<file path="src/rtl/dot_matrix_frame_scanner.sv">
// Double-buffered 8x8 LED frame store with a row scanner.
// Upstream writes rows into the back bank; the front bank is scanned and the banks swap only at a frame boundary.
module dot_matrix_frame_scanner #(
    parameter int SCAN_DIV     = 5000,
    parameter int BLANK_CYCLES = 2
) (
    input  logic       clk,
    input  logic       reset,
    input  logic       wr_valid,
    output logic       wr_ready,
    input  logic [2:0] wr_row,
    input  logic [7:0] wr_data,
    input  logic       wr_last,
    output logic [7:0] dot_row,
    output logic [7:0] dot_col,
    output logic       frame_tick,
    output logic       swap_pending
);

    localparam int PW = (SCAN_DIV > 1) ? $clog2(SCAN_DIV) : 1;

    logic [PW-1:0] prescaler_reg, prescaler_next;
    logic [2:0]    row_idx_reg, row_idx_next;
    logic          front_sel_reg, front_sel_next;
    logic          swap_pending_reg, swap_pending_next;
    logic          wr_ready_reg, wr_ready_next;
    logic          frame_tick_reg;
    logic [7:0]    dot_row_reg;
    logic [7:0]    dot_col_reg;
    logic [7:0]    bank_reg [2][8];

    logic          slot_end;
    logic          frame_end;
    logic          swap;
    logic          accept;
    logic          blank;
    logic [7:0]    row_sel;

    assign slot_end  = (prescaler_reg == PW'(SCAN_DIV - 1));
    assign frame_end = slot_end && (row_idx_reg == 3'd7);
    assign swap      = frame_end && swap_pending_reg;
    assign accept    = wr_valid && wr_ready_reg;

    // Blanking window at the start of every row slot; compare is elided when there is no window.
    generate
        if (BLANK_CYCLES == 0) begin : g_no_blank
            assign blank = 1'b0;
        end else begin : g_blank
            assign blank = (prescaler_reg < PW'(BLANK_CYCLES));
        end
    endgenerate

    // One-cold row select: row 0 drives bit 7 low.
    generate
        for (genvar gi = 0; gi < 8; gi++) begin : g_row_sel
            assign row_sel[gi] = (row_idx_reg != 3'(7 - gi));
        end
    endgenerate

    always_comb begin
        prescaler_next    = slot_end ? '0 : prescaler_reg + PW'(1);
        row_idx_next      = slot_end ? row_idx_reg + 3'd1 : row_idx_reg;
        front_sel_next    = swap ? ~front_sel_reg : front_sel_reg;
        swap_pending_next = swap_pending_reg;
        // A commit landing on the swap edge cannot also swap there: swap needs the registered flag.
        if (accept && wr_last) begin
            swap_pending_next = 1'b1;
        end else if (swap) begin
            swap_pending_next = 1'b0;
        end
        wr_ready_next = ~swap_pending_next;
    end

    always_ff @(posedge clk or negedge reset) begin
        if (!reset) begin
            prescaler_reg    <= '0;
            row_idx_reg      <= 3'd0;
            front_sel_reg    <= 1'b0;
            swap_pending_reg <= 1'b0;
            wr_ready_reg     <= 1'b0;
            frame_tick_reg   <= 1'b0;
            dot_row_reg      <= 8'hFF;
            dot_col_reg      <= 8'h00;
        end else begin
            prescaler_reg    <= prescaler_next;
            row_idx_reg      <= row_idx_next;
            front_sel_reg    <= front_sel_next;
            swap_pending_reg <= swap_pending_next;
            wr_ready_reg     <= wr_ready_next;
            frame_tick_reg   <= frame_end;
            dot_row_reg      <= blank ? 8'hFF : row_sel;
            dot_col_reg      <= blank ? 8'h00 : bank_reg[front_sel_reg][row_idx_reg];
        end
    end

    // Both banks clear on reset, so the banks live in flops rather than block RAM.
    always_ff @(posedge clk or negedge reset) begin
        if (!reset) begin
            for (int b = 0; b < 2; b++) begin
                for (int r = 0; r < 8; r++) begin
                    bank_reg[b][r] <= 8'h00;
                end
            end
        end else if (accept) begin
            bank_reg[~front_sel_reg][wr_row] <= wr_data;
        end
    end

    assign wr_ready     = wr_ready_reg;
    assign swap_pending = swap_pending_reg;
    assign frame_tick   = frame_tick_reg;
    assign dot_row      = dot_row_reg;
    assign dot_col      = dot_col_reg;

endmodule

</file>
<file path="config.mk">
export PLATFORM = sky130hd
export DESIGN_NAME = dot_matrix_frame_scanner
export DESIGN_NICKNAME = d
export VERILOG_FILES = /design/src/rtl/dot_matrix_frame_scanner.sv
export SDC_FILE = /design/constraint.sdc
export NUM_CORES = 1
export LEC_CHECK = 0
export CAP_MARGIN = 0
export CORE_UTILIZATION = 37
export CTS_CLUSTER_DIAMETER = 120
export DETAILED_ROUTE_END_ITERATION = 16
export HOLD_SLACK_MARGIN = 0.08
export SLEW_MARGIN = 20
export SYNTH_ARGS = -nofsm -noshare
export SYNTH_HDL_FRONTEND = slang
export SYNTH_SLANG_ARGS = --single-unit
</file>
<file path="constraint.sdc">
create_clock -name clk -period 2.55 [get_ports clk]
set_clock_uncertainty 0.15 [all_clocks]
set_input_delay 0.51 -clock clk [delete_from_list [all_inputs] [get_ports clk]]
set_output_delay 0.51 -clock clk [all_outputs]
set_load 0.05 [all_outputs]
</file>
==> summary.txt <==
outcome = finished, final reports clean
IO buf count = 33
CTS sink cnt = 164
Die Footprint = 0.0201 mm²
Worst EP arrival = 1.74 ns
Num CTS Buffers = 17
CP top delay family = buffers and inverters
total congestion overflow = 0
clock share of power = 0.403
Nets = 546
num ports = 34
Post-synth top cells = dfrtp_1 (156), mux2_2 (128), mux4_2 (32), nand2_1 (21), mux2i_1 (17)
Netlist Area Pre-Place = 0.00725 mm²
clk buf depth = 2
fraction of registers with async set/reset = 1.00
Hold Startpoint = bank_reg[35]
number of global-route vias before repair = 4,336
Hold Crit Class = flip-flop to flip-flop
Worst R2R Path Depth = 4
power density cells = 703 mW/mm²
Comb power frac = 0.097
Critical-path top delay cell = clkdlybuf4s50_1
clk slew on worst S/H paths = 0.06 ns
syn_area_per_cell = 15.4 µm²
Flop pwr share = 0.499
Setup TNS = 0 ns
worst skew pair latency = 0.42 ns
RSZ-0062 raised after global routing = no
Design Area, Final = 0.00874 mm²
crit start category = flip-flop
first-pass iteration count of the detailed router = 4
first-pass GRT wire length = 25.1 mm
RR Endpoint = dot_col[5]
MaxCap Viol Count = 0
Cell variety after synth = 34
Yosys top cell area share = 0.539
P_int = 4.78 mW
WL/cell = 19.0 µm
Detail Placement HPWL = 9.85 mm
antenna cells = 0
post-synthesis sequential area ratio = 0.568
CTS Root Cell = clkbuf_16
final core utilization = 0.461
die width = 142 µm
Slew Limit Headroom = 0.596
placed cell area = 0.00817 mm²
Fin. Hold Viols = 0
1st-iter DRT viols = 226
placed insts = 764
fin crit share = 0.939
largest area contributor in the netlist = dfrtp_1
largest net degree at the start of global routing = 63
DRT antenna net count = 0
Worst Setup SP = wr_ready
CTS resizes = 0
Max VDD drop = 394 µV
number of flops mapped to enable cells by yosys = 0
via/cell ratio = 5.15
initial antenna violation count = 0
final setup vio count = 0
H-Tree Depth = 4
Area growth, synth to finish = 20.7%
Peak Freq = 417 MHz
Mapped Cells = 470
Sw Ratio = 0.223
DR vias = 4,097
DRC = 0
worst path bufs/invs = 1
CP required = 1.89 ns
WHS Path Cells = 1
Mapped Nets = 492
warnings from Yosys = 0
Slew Limit Fails = 0
minimum clock period = 2.40 ns
most numerous cell in the Yosys netlist = dfrtp_1
Crit Path Class = flip-flop to primary output
postcts setup bufs = 0
Tightest Pin Transition = 0.604 ns
layout cells sized above 1 = 0.437
R2R setup slack = 0.49 ns
RR Startpoint = prescaler_reg[10]
cell row count = 50
Initial Util = 0.382
max reg flops = 128
CP Max Fanout = 7
number of synthesized register bits = 164
Cell Count, Final, Fillers Out = 796
Worst Hold End = bank_reg[35]
routed wire length = 15.2 mm
Leakage = 3.81 nW
commonest register cell after synthesis = dfrtp_1
Placer Congestion = 0.776
Die H = 142 µm
crit-path max cell delay = 0.85 ns
core area = 0.0190 mm²
CP endpoint kind = primary output
gr usage total = 0.168
CTS tree = built
critical path, cell by cell = clkdlybuf4s50_1
Net Switching = 1.37 mW
top post-synthesis cells by area = dfrtp_1 (54%), mux2_2 (20%), mux4_2 (9.9%)
## worst reg2reg max path: stages (launching register included)
cell and delay (ns):
dfrtp_1 0.42, nor4_1 0.42, nand4_1 0.32, nand2_1 0.39
o22ai_1 0.21
## layout by cell type, fill, tap and decap left out, types with 2 or more instances in the layout
cell             netlist  layout
o21ai_0                2       2
clkbuf_8               0       2
dfstp_2                8       8
mux4_2                32      32
nor2_2                 9       9
mux2_2               128     128
and3_1                 4       4
nand4_1                6       6
buf_4                  0       9
mux2i_1               17      17
nor4_1                 2       2
clkbuf_16              0      17
and2_1                 3       3
nor2_1                 8       8
dfrtp_1              156     155
clkbuf_1              12       3
inv_1                  4       4
o22ai_1                8       8
clkdlybuf4s50_1        0      32
clkinvlp_4             0       2
nand2_1               21      21
nand2b_1               5       5
xnor2_1                6       6
xor2_1                 5       5
clkinv_2               0       4
and4_1                 2       2
nand3_1                4       4
ha_1                   7       7
bufinv_16              0       2
buf_12                 0      15
## timing repair
item | CTS | global route
hold endpoints to repair | 32 | 0
endpoints found under the setup margin | 0 | 0
hold buffers | 1 | 0
## metal layers
metal	routed length, µm	part of all wire	global-route usage
met5	0	0	0
met4	184	0.012	0.0487
met3	455	0.030	0.0367
met2	7350	0.48	0.269
met1	7170	0.47	0.230
## worst max-delay path by stage
stage / to / cells past startpoint
6_report: wr_ready / 1
5_1_grt: wr_ready / 1
4_1_cts: dot_row[5] / 1
3_5_place_dp: bank_reg[61] / 5
3_3_place_gp: bank_reg[58] / 5
2_1_floorplan: bank_reg[64] / 3
## through the flow
step	power, mW	setup WS [ns]	hold WS, ns
floorplan	3.50	0.503	0.0644
global placement	3.67	0.0255	0.309
detailed placement	3.72	0.00711	0.317
CTS	6.22	0.136	0.353
global route	6.41	0.104	0.360
finish	6.14	0.155	0.352
## cell families after synthesis
group           synth area share
fa+ha+maj                 0.0121
xor+xnor                  0.0133
buf+inv                   0.0167
flops                      0.568
compound gates            0.0130
simple gates              0.0553
mux                        0.322
## power by group through the flow
stage | Clock, mW | Sequential [mW] | Combinational (mW)
final | 2.48 | 3.07 | 0.598
after global routing | 2.65 | 3.11 | 0.657
after floorplan | 0 | 3.08 | 0.420
after detailed placement | 0 | 3.11 | 0.607
after CTS | 2.54 | 3.07 | 0.610
after global placement | 0 | 3.09 | 0.583
## area by class of cell
| class | instances | area, µm² |
|---|---|---|
| fill | 1681 | 10200 |
| clock inverter | 9 | 104 |
| multi-input combinational | 279 | 3010 |
| sequential | 164 | 4120 |
| timing repair buffer | 58 | 709 |
| tap | 260 | 325 |
| inverter | 4 | 15.0 |
| clock buffer | 22 | 464 |
(Power assumes the default switching activity.)
